### src/rtl/sc_life_ctrl_pkg.sv
// Shared state codes and default timing for the life-loss controller.
package sc_life_ctrl_pkg;

  localparam int unsigned STATE_W = 3;

  typedef logic [STATE_W-1:0] state_t;

  localparam state_t ST_IDLE  = 3'd0;
  localparam state_t ST_INIT  = 3'd1;
  localparam state_t ST_PLAY  = 3'd2;
  localparam state_t ST_HIT   = 3'd3;
  localparam state_t ST_CHECK = 3'd4;
  localparam state_t ST_GRACE = 3'd5;
  localparam state_t ST_OVER  = 3'd6;

  // One second of invulnerability at 50 MHz
  localparam int unsigned DEF_GRACE_CYCLES = 50_000_000;
  localparam int unsigned DEF_GRACE_W      = 26;

endpackage

### src/rtl/sc_life_loss_controller_if.sv
// Command/status bundle between the controller, collision detector and lives register.
interface sc_life_loss_controller_if #(
  parameter int unsigned LIVES_W = 2
);
  logic               LifeCtrl_start_InLow;
  logic               LifeCtrl_collision_InLow;
  logic [LIVES_W-1:0] LifeCtrl_lives_InBUS;
  logic               LifeCtrl_noLives_InLow;
  logic               LifeCtrl_clear_OutLow;
  logic               LifeCtrl_substract_life_OutLow;
  logic               LifeCtrl_invulnerable_OutHigh;
  logic               LifeCtrl_gameOver_OutHigh;
  logic [2:0]         LifeCtrl_state_OutBUS;

  modport master (
    input  LifeCtrl_start_InLow, LifeCtrl_collision_InLow,
           LifeCtrl_lives_InBUS, LifeCtrl_noLives_InLow,
    output LifeCtrl_clear_OutLow, LifeCtrl_substract_life_OutLow,
           LifeCtrl_invulnerable_OutHigh, LifeCtrl_gameOver_OutHigh,
           LifeCtrl_state_OutBUS
  );

  modport slave (
    output LifeCtrl_start_InLow, LifeCtrl_collision_InLow,
           LifeCtrl_lives_InBUS, LifeCtrl_noLives_InLow,
    input  LifeCtrl_clear_OutLow, LifeCtrl_substract_life_OutLow,
           LifeCtrl_invulnerable_OutHigh, LifeCtrl_gameOver_OutHigh,
           LifeCtrl_state_OutBUS
  );
endinterface

### src/rtl/sc_grace_timer.sv
// Invulnerability down-counter: loads GRACE_CYCLES-1, counts to zero while enabled.
module sc_grace_timer
  import sc_life_ctrl_pkg::*;
#(
  parameter int unsigned GRACE_CYCLES = DEF_GRACE_CYCLES,
  parameter int unsigned GRACE_W      = DEF_GRACE_W
) (
  input  logic clk,
  input  logic rst_n,
  input  logic load,
  input  logic enable,
  output logic done_c
);

  logic [GRACE_W-1:0] count;

  always_ff @(posedge clk or negedge rst_n) begin
    if (!rst_n) begin
      count <= '0;
    end else if (load) begin
      count <= GRACE_W'(GRACE_CYCLES - 1);
    end else if (enable && (count != '0)) begin
      count <= count - GRACE_W'(1);
    end
  end

  assign done_c = (count == '0);

endmodule

### src/rtl/sc_life_loss_controller.sv
// Life-loss game-flow controller driving the lives register clear/subtract strobes.
// Timed post-hit invulnerability is built only when LIFECTRL_GRACE_EN is defined.
module sc_life_loss_controller
  import sc_life_ctrl_pkg::*;
#(
  parameter int unsigned LIVES_W      = 2,
  parameter int unsigned GRACE_CYCLES = DEF_GRACE_CYCLES,
  parameter int unsigned GRACE_W      = DEF_GRACE_W
) (
  input  logic                      LifeCtrl_CLOCK_50,
  input  logic                      LifeCtrl_RESET_InLow,
  sc_life_loss_controller_if.master bus
);

  if ((GRACE_CYCLES < 1) || ((GRACE_W < 32) && (GRACE_CYCLES >= (32'd1 << GRACE_W))))
  begin : g_bad_cfg
    $error("sc_life_loss_controller: GRACE_CYCLES must be >=1 and fit in GRACE_W bits");
  end

  state_t state, state_next;
  logic   clear_q, sub_q, inv_q, over_q;
  logic   clear_d, sub_d, inv_d, over_d;
  logic   lives_zero;

  assign lives_zero = !bus.LifeCtrl_noLives_InLow || (bus.LifeCtrl_lives_InBUS == LIVES_W'(0));

`ifdef LIFECTRL_GRACE_EN
  logic grace_load, grace_done;

  sc_grace_timer #(
    .GRACE_CYCLES (GRACE_CYCLES),
    .GRACE_W      (GRACE_W)
  ) u_grace_timer (
    .clk    (LifeCtrl_CLOCK_50),
    .rst_n  (LifeCtrl_RESET_InLow),
    .load   (grace_load),
    .enable (state == ST_GRACE),
    .done_c (grace_done)
  );
`endif

  // State and registered Moore outputs
  always_ff @(posedge LifeCtrl_CLOCK_50 or negedge LifeCtrl_RESET_InLow) begin
    if (!LifeCtrl_RESET_InLow) begin
      state   <= ST_IDLE;
      clear_q <= 1'b1;
      sub_q   <= 1'b1;
      inv_q   <= 1'b0;
      over_q  <= 1'b0;
    end else begin
      state   <= state_next;
      clear_q <= clear_d;
      sub_q   <= sub_d;
      inv_q   <= inv_d;
      over_q  <= over_d;
    end
  end

  // Next-state logic; collision has priority over the zero guard in PLAY
  always_comb begin
    state_next = state;
`ifdef LIFECTRL_GRACE_EN
    grace_load = 1'b0;
`endif
    case (state)
      ST_IDLE:  if (!bus.LifeCtrl_start_InLow) state_next = ST_INIT;
      ST_INIT:  state_next = ST_PLAY;
      ST_PLAY: begin
        if (!bus.LifeCtrl_collision_InLow) state_next = ST_HIT;
        else if (lives_zero)               state_next = ST_OVER;
      end
      ST_HIT:   state_next = ST_CHECK;
      ST_CHECK: begin
        if (!bus.LifeCtrl_noLives_InLow) begin
          state_next = ST_OVER;
        end else begin
`ifdef LIFECTRL_GRACE_EN
          state_next = ST_GRACE;
          grace_load = 1'b1;
`else
          if (bus.LifeCtrl_collision_InLow) state_next = ST_PLAY;
`endif
        end
      end
`ifdef LIFECTRL_GRACE_EN
      ST_GRACE: if (grace_done) state_next = ST_PLAY;
`endif
      ST_OVER:  if (!bus.LifeCtrl_start_InLow) state_next = ST_INIT;
      default:  state_next = ST_IDLE;
    endcase
  end

  // Outputs decoded from the upcoming state so they register in step with it
  always_comb begin
    clear_d = (state_next != ST_INIT);
    sub_d   = (state_next != ST_HIT);
`ifdef LIFECTRL_GRACE_EN
    inv_d   = (state_next == ST_GRACE);
`else
    inv_d   = 1'b0;
`endif
    over_d  = (state_next == ST_OVER);
  end

  assign bus.LifeCtrl_clear_OutLow          = clear_q;
  assign bus.LifeCtrl_substract_life_OutLow = sub_q;
  assign bus.LifeCtrl_invulnerable_OutHigh  = inv_q;
  assign bus.LifeCtrl_gameOver_OutHigh      = over_q;
  assign bus.LifeCtrl_state_OutBUS          = state;

endmodule
### src/flat_wrapper.sv
// flat-port wrapper written by rule: the top's interface ports become plain ports
module sc_life_loss_controller_flat import sc_life_ctrl_pkg::*;
#(
  parameter int unsigned LIVES_W      = 2,
  parameter int unsigned GRACE_CYCLES = DEF_GRACE_CYCLES,
  parameter int unsigned GRACE_W      = DEF_GRACE_W
)
  (LifeCtrl_CLOCK_50, LifeCtrl_RESET_InLow, bus_LifeCtrl_start_InLow, bus_LifeCtrl_collision_InLow, bus_LifeCtrl_lives_InBUS, bus_LifeCtrl_noLives_InLow, bus_LifeCtrl_clear_OutLow, bus_LifeCtrl_substract_life_OutLow, bus_LifeCtrl_invulnerable_OutHigh, bus_LifeCtrl_gameOver_OutHigh, bus_LifeCtrl_state_OutBUS);
  sc_life_loss_controller_if #(.LIVES_W(LIVES_W)) bus_i ();
  input  logic LifeCtrl_CLOCK_50;
  input  logic LifeCtrl_RESET_InLow;
  input wire logic [$bits(bus_i.LifeCtrl_start_InLow)-1:0] bus_LifeCtrl_start_InLow;
  input wire logic [$bits(bus_i.LifeCtrl_collision_InLow)-1:0] bus_LifeCtrl_collision_InLow;
  input wire logic [$bits(bus_i.LifeCtrl_lives_InBUS)-1:0] bus_LifeCtrl_lives_InBUS;
  input wire logic [$bits(bus_i.LifeCtrl_noLives_InLow)-1:0] bus_LifeCtrl_noLives_InLow;
  output wire logic [$bits(bus_i.LifeCtrl_clear_OutLow)-1:0] bus_LifeCtrl_clear_OutLow;
  output wire logic [$bits(bus_i.LifeCtrl_substract_life_OutLow)-1:0] bus_LifeCtrl_substract_life_OutLow;
  output wire logic [$bits(bus_i.LifeCtrl_invulnerable_OutHigh)-1:0] bus_LifeCtrl_invulnerable_OutHigh;
  output wire logic [$bits(bus_i.LifeCtrl_gameOver_OutHigh)-1:0] bus_LifeCtrl_gameOver_OutHigh;
  output wire logic [$bits(bus_i.LifeCtrl_state_OutBUS)-1:0] bus_LifeCtrl_state_OutBUS;
  assign bus_i.LifeCtrl_start_InLow = bus_LifeCtrl_start_InLow;
  assign bus_i.LifeCtrl_collision_InLow = bus_LifeCtrl_collision_InLow;
  assign bus_i.LifeCtrl_lives_InBUS = bus_LifeCtrl_lives_InBUS;
  assign bus_i.LifeCtrl_noLives_InLow = bus_LifeCtrl_noLives_InLow;
  assign bus_LifeCtrl_clear_OutLow = bus_i.LifeCtrl_clear_OutLow;
  assign bus_LifeCtrl_substract_life_OutLow = bus_i.LifeCtrl_substract_life_OutLow;
  assign bus_LifeCtrl_invulnerable_OutHigh = bus_i.LifeCtrl_invulnerable_OutHigh;
  assign bus_LifeCtrl_gameOver_OutHigh = bus_i.LifeCtrl_gameOver_OutHigh;
  assign bus_LifeCtrl_state_OutBUS = bus_i.LifeCtrl_state_OutBUS;
  sc_life_loss_controller #(.LIVES_W(LIVES_W), .GRACE_CYCLES(GRACE_CYCLES), .GRACE_W(GRACE_W)) u_core (.LifeCtrl_CLOCK_50(LifeCtrl_CLOCK_50), .LifeCtrl_RESET_InLow(LifeCtrl_RESET_InLow), .bus(bus_i));
endmodule
### config.mk
export PLATFORM = sky130hd
export DESIGN_NAME = sc_life_loss_controller_flat
export DESIGN_NICKNAME = d
export VERILOG_FILES = /design/src/rtl/sc_life_ctrl_pkg.sv /design/src/rtl/sc_life_loss_controller_if.sv /design/src/rtl/sc_grace_timer.sv /design/src/rtl/sc_life_loss_controller.sv /design/src/flat_wrapper.sv
export SDC_FILE = /design/constraint.sdc
export NUM_CORES = 1
export LEC_CHECK = 0
export CAP_MARGIN = 5
export CORE_AREA = 2 2 39 41
export CTS_BUF_LIST = sky130_fd_sc_hd__clkbuf_4 sky130_fd_sc_hd__clkbuf_8 sky130_fd_sc_hd__clkbuf_16
export CTS_CLUSTER_DIAMETER = 50
export DETAILED_ROUTE_END_ITERATION = 10
export DIE_AREA = 0 0 41 43
export GPL_TIMING_DRIVEN = 1
export SYNTH_ARGS = -nofsm -noshare
export SYNTH_HDL_FRONTEND = slang
export SYNTH_HIERARCHICAL = 1
export SYNTH_SLANG_ARGS = --single-unit
### constraint.sdc
create_clock -name LifeCtrl_CLOCK_50 -period 1.4 [get_ports LifeCtrl_CLOCK_50]
set_clock_uncertainty 0.2 [all_clocks]
set_input_delay 0.28 -clock LifeCtrl_CLOCK_50 [delete_from_list [all_inputs] [get_ports LifeCtrl_CLOCK_50]]
set_output_delay 0.28 -clock LifeCtrl_CLOCK_50 [all_outputs]
set_load 0.01 [all_outputs]
==> flow_summary.toml, run 1 <==
[floorplan]
core_sq_um = 1380
ios = 14
initial_utilization_pct = 23.1
dieArea_sq_um = 1760
num_rows = 14
chipHeight_um = 43
die_w_um = 41

[yosys]
netlist_instances = 33
avgSynthCellArea_sq_um = 9.67
synth.area.top_cells = "dfrtp_1 31%, dfstp_2 16%, a32oi_1 5.5%, and2b_1 4.7%, nand2_1 3.5%"
synth_edf_count = 0
synth-seq-cells = 6
synth-async-reset-ratio_pct = 100
synth-seq-area-share_pct = 47.8
ys_top_cells_by_count = "4 x dfrtp_1, 3 x nand2_1"
synth_nets = 40
synth_ff_type = "dfrtp_1"
synth.distinct_cells = 22
synthesis.area_sq_um = 319
yosysMostFrequentCell = "dfrtp_1"
yosysWarnings = 6
synth_area_leader_cell = "dfrtp_1"
synth_top_cell_area_share_pct = 31.4

[job]
maxCapViolations = 0

[global_routing]
grt_pass1_wl_um = 1350
grt_pass1_vias = 332
antenna_found_initial = 0
grt_max_degree = 8
grt.overflow.total = 0
grt_use_total_pct = 11.6

[cts]
cts_root_buf = "clkbuf_4"
clk_path_buf_depth = 2
clk_pin_slew_worst_paths_ns = 0.05
cts_sinks = 6
h-tree-depth = 1
cts_buffers = 3
tritoncts = "yes"
clock_latency_ns = 0.24
ctsHoldBuffers = 0

[critical_path]
cp-end-kind = "flop"
cp_max_fo = 5
critical_path_arrival_ns = 1.36
path_class = "flop to flop"
cp-start-kind = "flop"
cp.required_ns = 1.36

[status]
status = "finished, violations left"
violations = "setup timing"

[timing]
post-route-min-period_ns = 1.40
finalSetupViolations = 1
drv_slew = 0
fmax_mhz = 713
hold_viol = 0
rsz0062_at_grt = "yes"
layout_setup_ws_ns = -0.00314
fin_crit_sh_pct = 100

[min_path]
hp-class = "primary input to asynchronous set/reset pin"

[routing]
firstDrtPassIters = 4
first_iter_violations = 3
drt-wirelength-per-cell_um = 10.6
vias = 341
routed_wl_um = 795
drc = 0
via_per_inst = 4.55
ant_nets = 0

[layout]
final_cells = 75
drive_gt1_share_pct = 52.5
area.growth.synth_to_final_pct = 80.4
num_antenna_cells = 0
final_util_pct = 41.6
nets = 67

[placed_design]
dp_hpwl_um = 672
port_buffers = 12
dp_slack_ns = -0.523
place.gp.congestion = 0.746
dp_cells = 69

[power]
p_leak_nw = 0.261
vdd.ir_drop.worst_mv = 0.653
power.density_nw_per_um2 = 1970
[per-layer routing]
layer	track usage [%]	vias to the layer above	share of wire (%)
met2	19.7	9	56
met3	3.14	0	6.7
met1	11.3	162	37
met5	0	-	0
met4	8.00	0	0
li1	-	170	-
[cells in the final DEF (no fill, tap or decap), types with 2 or more instances in the layout]
cell type	count
clkdlybuf4s50_1	4
nor2_1	2
nand2_1	3
dfrtp_2	3
clkbuf_2	2
nor3_1	2
dfstp_2	2
clkbuf_4	4
clkdlybuf4s15_1	3
and2b_1	2
buf_4	10
buf_2	3
[path summary, 6_finish.rpt]
path	startpoint	end	slack [ns]	depth (start not counted)
setup / recovery	u_core/bus.LifeCtrl_state_OutBUS[2]$_DFF_PN0_	u_core/bus.LifeCtrl_gameOver_OutHigh$_DFF_PN0_	-0.003	4
hold / removal	LifeCtrl_RESET_InLow	u_core/bus.LifeCtrl_gameOver_OutHigh$_DFF_PN0_	0.07	1
setup reg to reg	u_core/bus.LifeCtrl_state_OutBUS[2]$_DFF_PN0_	u_core/bus.LifeCtrl_gameOver_OutHigh$_DFF_PN0_	-0.003	4
hold reg to reg	u_core/bus.LifeCtrl_state_OutBUS[0]$_DFF_PN0_	u_core/bus.LifeCtrl_state_OutBUS[1]$_DFF_PN0_	0.40	2
max in group asynchronous	LifeCtrl_RESET_InLow	u_core/bus.LifeCtrl_clear_OutLow$_DFF_PN1_	0.66	1
min in group LifeCtrl_CLOCK_50	bus_LifeCtrl_collision_InLow	u_core/bus.LifeCtrl_substract_life_OutLow$_DFF_PN1_	0.29	4
[per-stage QoR]
step	instance area, sq um	total power, W	hold slack, ns	setup TNS (ns)
global route	576	0.00123	0.0700	-0.0327
global placement	536	0.000928	0.330	-1.51
CTS	563	0.00111	0.0683	-0.0105
finish	576	0.00113	0.0680	-0.00314
floorplan	323	0.000564	-0.216	-0.0118
detailed placement	536	0.000941	0.330	-1.56
[sequential cells by signal, summed over array words and instances, names as in the netlist]
register	cells
u_core/bus.LifeCtrl_state_OutBUS	3
u_core/bus.LifeCtrl_clear_OutLow	1
u_core/bus.LifeCtrl_gameOver_OutHigh	1
u_core/bus.LifeCtrl_substract_life_OutLow	1
[kinds of logic (layout without fill, tap and decap cells)]
logic type | after synthesis | in the layout | share of synthesized area (%)
AO/OA/AOI/OAI | 7 | 7 | 15.7
buffers and inverters | 3 | 29 | 4.70
flip-flops | 6 | 6 | 47.8
multiplexers | 1 | 1 | 3.14
other | 1 | 1 | 1.18
AND/OR/NAND/NOR | 15 | 15 | 27.5
[timing repair]
item	in CTS	in global routing
setup buffers	1	1
resized for setup	20	8
pin swaps	1	2
endpoints found under the setup margin	8	7
[report_power, final]
part	leakage [nW]	total [W]	switching (W)	internal [W]
Clock	0.0184	0.000186	0.0000591	0.000127
Combinational	0.174	0.000619	0.000263	0.000357
Sequential	0.0686	0.000326	0.0000594	0.000267
Total	0.261	0.00113	0.000381	0.000750
[critical path, cell delays in order, from the launching register on]
cell and delay [ns]:
dfrtp_2 0.43, buf_12 0.14, nand2b_4 0.13, or2_1 0.24, a32oi_1 0.19
[layout make-up]
class	count	area [sq um]
fill	148	808
multi-input combinational	24	171
sequential	6	156
tap	16	20.0
clock buffer	4	30.0
inverter	2	7.51
timing repair buffer	23	190
Power figures use the tool's default switching activity.
==> run 2, diff against run 1 <==
==> constraint.sdc (replaced) <==
create_clock -name LifeCtrl_CLOCK_50 -period 1.4 [get_ports LifeCtrl_CLOCK_50]
set_clock_uncertainty 0.2 [all_clocks]
set_input_delay 0.28 -clock LifeCtrl_CLOCK_50 [delete_from_list [all_inputs] [get_ports LifeCtrl_CLOCK_50]]
set_output_delay 0.28 -clock LifeCtrl_CLOCK_50 [all_outputs]
set_load 0.02 [all_outputs]
==> run 2 against run 1 <==
  * The flow still finishes with violations (setup timing)
  * Sequential cell count unchanged
  * Clock-buffer cell count is the same
  * Die area stayed put
  * Cell count down 1.3%
  * Non-clock buffer count down 1
  * Global-route usage increased by 0.51 points
  * Utilization shrank 1.7 points
  * Largest cell class unchanged
  * Highest routed layer unchanged
==> flow_summary.toml, run 2 (synthesized netlist as in run 1, its figures left out) <==
[placed_design]
dp_hpwl_um = 677
dp_cells = 70
place.gp.congestion = 0.716
port_buffers = 12
dp_slack_ns = -0.522

[global_routing]
grt_max_degree = 8
grt_pass1_wl_um = 1390
grt_use_total_pct = 12.2
grt.overflow.total = 0
antenna_found_initial = 0
grt_pass1_vias = 331

[routing]
drc = 0
via_per_inst = 4.47
firstDrtPassIters = 1
first_iter_violations = 0
routed_wl_um = 812
ant_nets = 0
drt-wirelength-per-cell_um = 11.0
vias = 331

[layout]
final_util_pct = 39.9
multi_input_area_sq_um = 159
drive_gt1_share_pct = 50.0
final_common_cell = "buf_4"
area.growth.synth_to_final_pct = 72.9
n_fill_cell = 170
mostFrequentLayoutCells = "9 x buf_4, 4 x clkbuf_4, 4 x clkdlybuf4s50_1"
nets = 66
num_antenna_cells = 0
final_cells = 74
largest_reg_flops = 3
register_area_sq_um = 156

[floorplan]
ios = 14
die_w_um = 41
chipHeight_um = 43
num_rows = 14
core_sq_um = 1380
initial_utilization_pct = 23.1
dieArea_sq_um = 1760

[power]
p_leak_nw = 0.257
power.density_nw_per_um2 = 2090
vdd.ir_drop.worst_mv = 0.491
power_w = 0.00115

[critical_path]
reg2reg_to = "u_core/bus.LifeCtrl_gameOver_OutHigh$_DFF_PN0_"
r2r_setup_slack_ns = -0.02
path_class = "primary input to flop"
cp.required_ns = 1.35
critical_path_arrival_ns = 1.38
cp-end-kind = "flop"
worst_r2r_path_depth = 3
reg2reg_from = "u_core/bus.LifeCtrl_state_OutBUS[1]$_DFF_PN0_"
cp_max_fo = 2
cp-start-kind = "primary input"

[timing]
finalSetupViolations = 1
fmax_mhz = 704
layout_setup_ws_ns = -0.0210
rsz0062_at_grt = "yes"
drv_slew = 0
fin_crit_sh_pct = 102
hold_viol = 0
post-route-min-period_ns = 1.42

[cts]
cts_root_buf = "clkbuf_4"
h-tree-depth = 1
clk_pin_slew_worst_paths_ns = 0.05
cts_buffers = 3
clk_path_buf_depth = 2
cts_sinks = 6
cts_setup_buffers = 0
ctsHoldBuffers = 0
clock_latency_ns = 0.24
tritoncts = "yes"

[job]
maxCapViolations = 0

[status]
violations = "setup timing"
status = "finished, violations left"

[min_path]
hp-class = "primary input to asynchronous set/reset pin"
## run 2: cell types whose count changed in the layout (fill, tap and decap cells not counted), sizes merged
cell,delta
clkdlybuf4s15,-3
clkbuf,-1
buf,+1
dlygate4sd2,+2
## run 2: worst max path at each step
| stage | start | to | slack (ns) |
|---|---|---|---|
| floorplan | u_core/bus.LifeCtrl_state_OutBUS[0]$_DFF_PN0_ | u_core/bus.LifeCtrl_gameOver_OutHigh$_DFF_PN0_ | -0.04 |
| CTS | u_core/bus.LifeCtrl_state_OutBUS[1]$_DFF_PN0_ | u_core/bus.LifeCtrl_gameOver_OutHigh$_DFF_PN0_ | -0.04 |
| global placement | bus_LifeCtrl_collision_InLow | u_core/bus.LifeCtrl_gameOver_OutHigh$_DFF_PN0_ | -0.51 |
| global route | u_core/bus.LifeCtrl_state_OutBUS[1]$_DFF_PN0_ | u_core/bus.LifeCtrl_gameOver_OutHigh$_DFF_PN0_ | -0.04 |
| detailed placement | bus_LifeCtrl_collision_InLow | u_core/bus.LifeCtrl_gameOver_OutHigh$_DFF_PN0_ | -0.52 |
| finish | bus_LifeCtrl_noLives_InLow | u_core/bus.LifeCtrl_gameOver_OutHigh$_DFF_PN0_ | -0.02 |
## run 2: cell type report
class | instances | area share [%]
repair buffers | 22 | 32.4
multi-input cells | 24 | 28.8
flip-flops and latches | 6 | 28.3
clock buffers | 4 | 5.44
well taps | 16 | 3.63
inverters | 2 | 1.36
## run 2: stage by stage
step / cell area, sq um / TNS, ns / hold slack, ns
after floorplan: 323 / -0.0436 / -0.216
after global placement: 531 / -1.70 / 0.329
after detailed placement: 531 / -1.74 / 0.331
after CTS: 554 / -0.0411 / 0.0734
after global routing: 552 / -0.0351 / 0.0754
final: 552 / -0.0210 / 0.0731
## run 2: routing by layer
| metal | vias up | GRT usage (%) | wire length (um) |
|---|---|---|---|
| met3 | 0 | 3.14 | 57 |
| li1 | 167 | - | - |
| met2 | 9 | 19.1 | 414 |
| met4 | 0 | 8.00 | 0 |
| met5 | - | 0 | 0 |
| met1 | 155 | 13.5 | 340 |
## run 2: report_power, final
group / switching, W / leakage [nW] / total, W / internal, W
combinational: 0.000324 / 0.170 / 0.000656 / 0.000332
clock: 0.0000577 / 0.0184 / 0.000185 / 0.000127
sequential: 0.0000467 / 0.0686 / 0.000314 / 0.000267
## run 2: what timing repair did
action                                 in CTS  in global routing
resized for setup                          21                 10
setup endpoints to repair                   8                  7
endpoints found under the hold margin       0                  0
gates cloned                                0                  0
pin swaps                                   1                  2
## run 2: worst max-delay path, stage by stage
cell and delay, ns:
dlygate4sd2_1 0.24, and2b_1 0.15, or4_4 0.53, a32oi_1 0.18
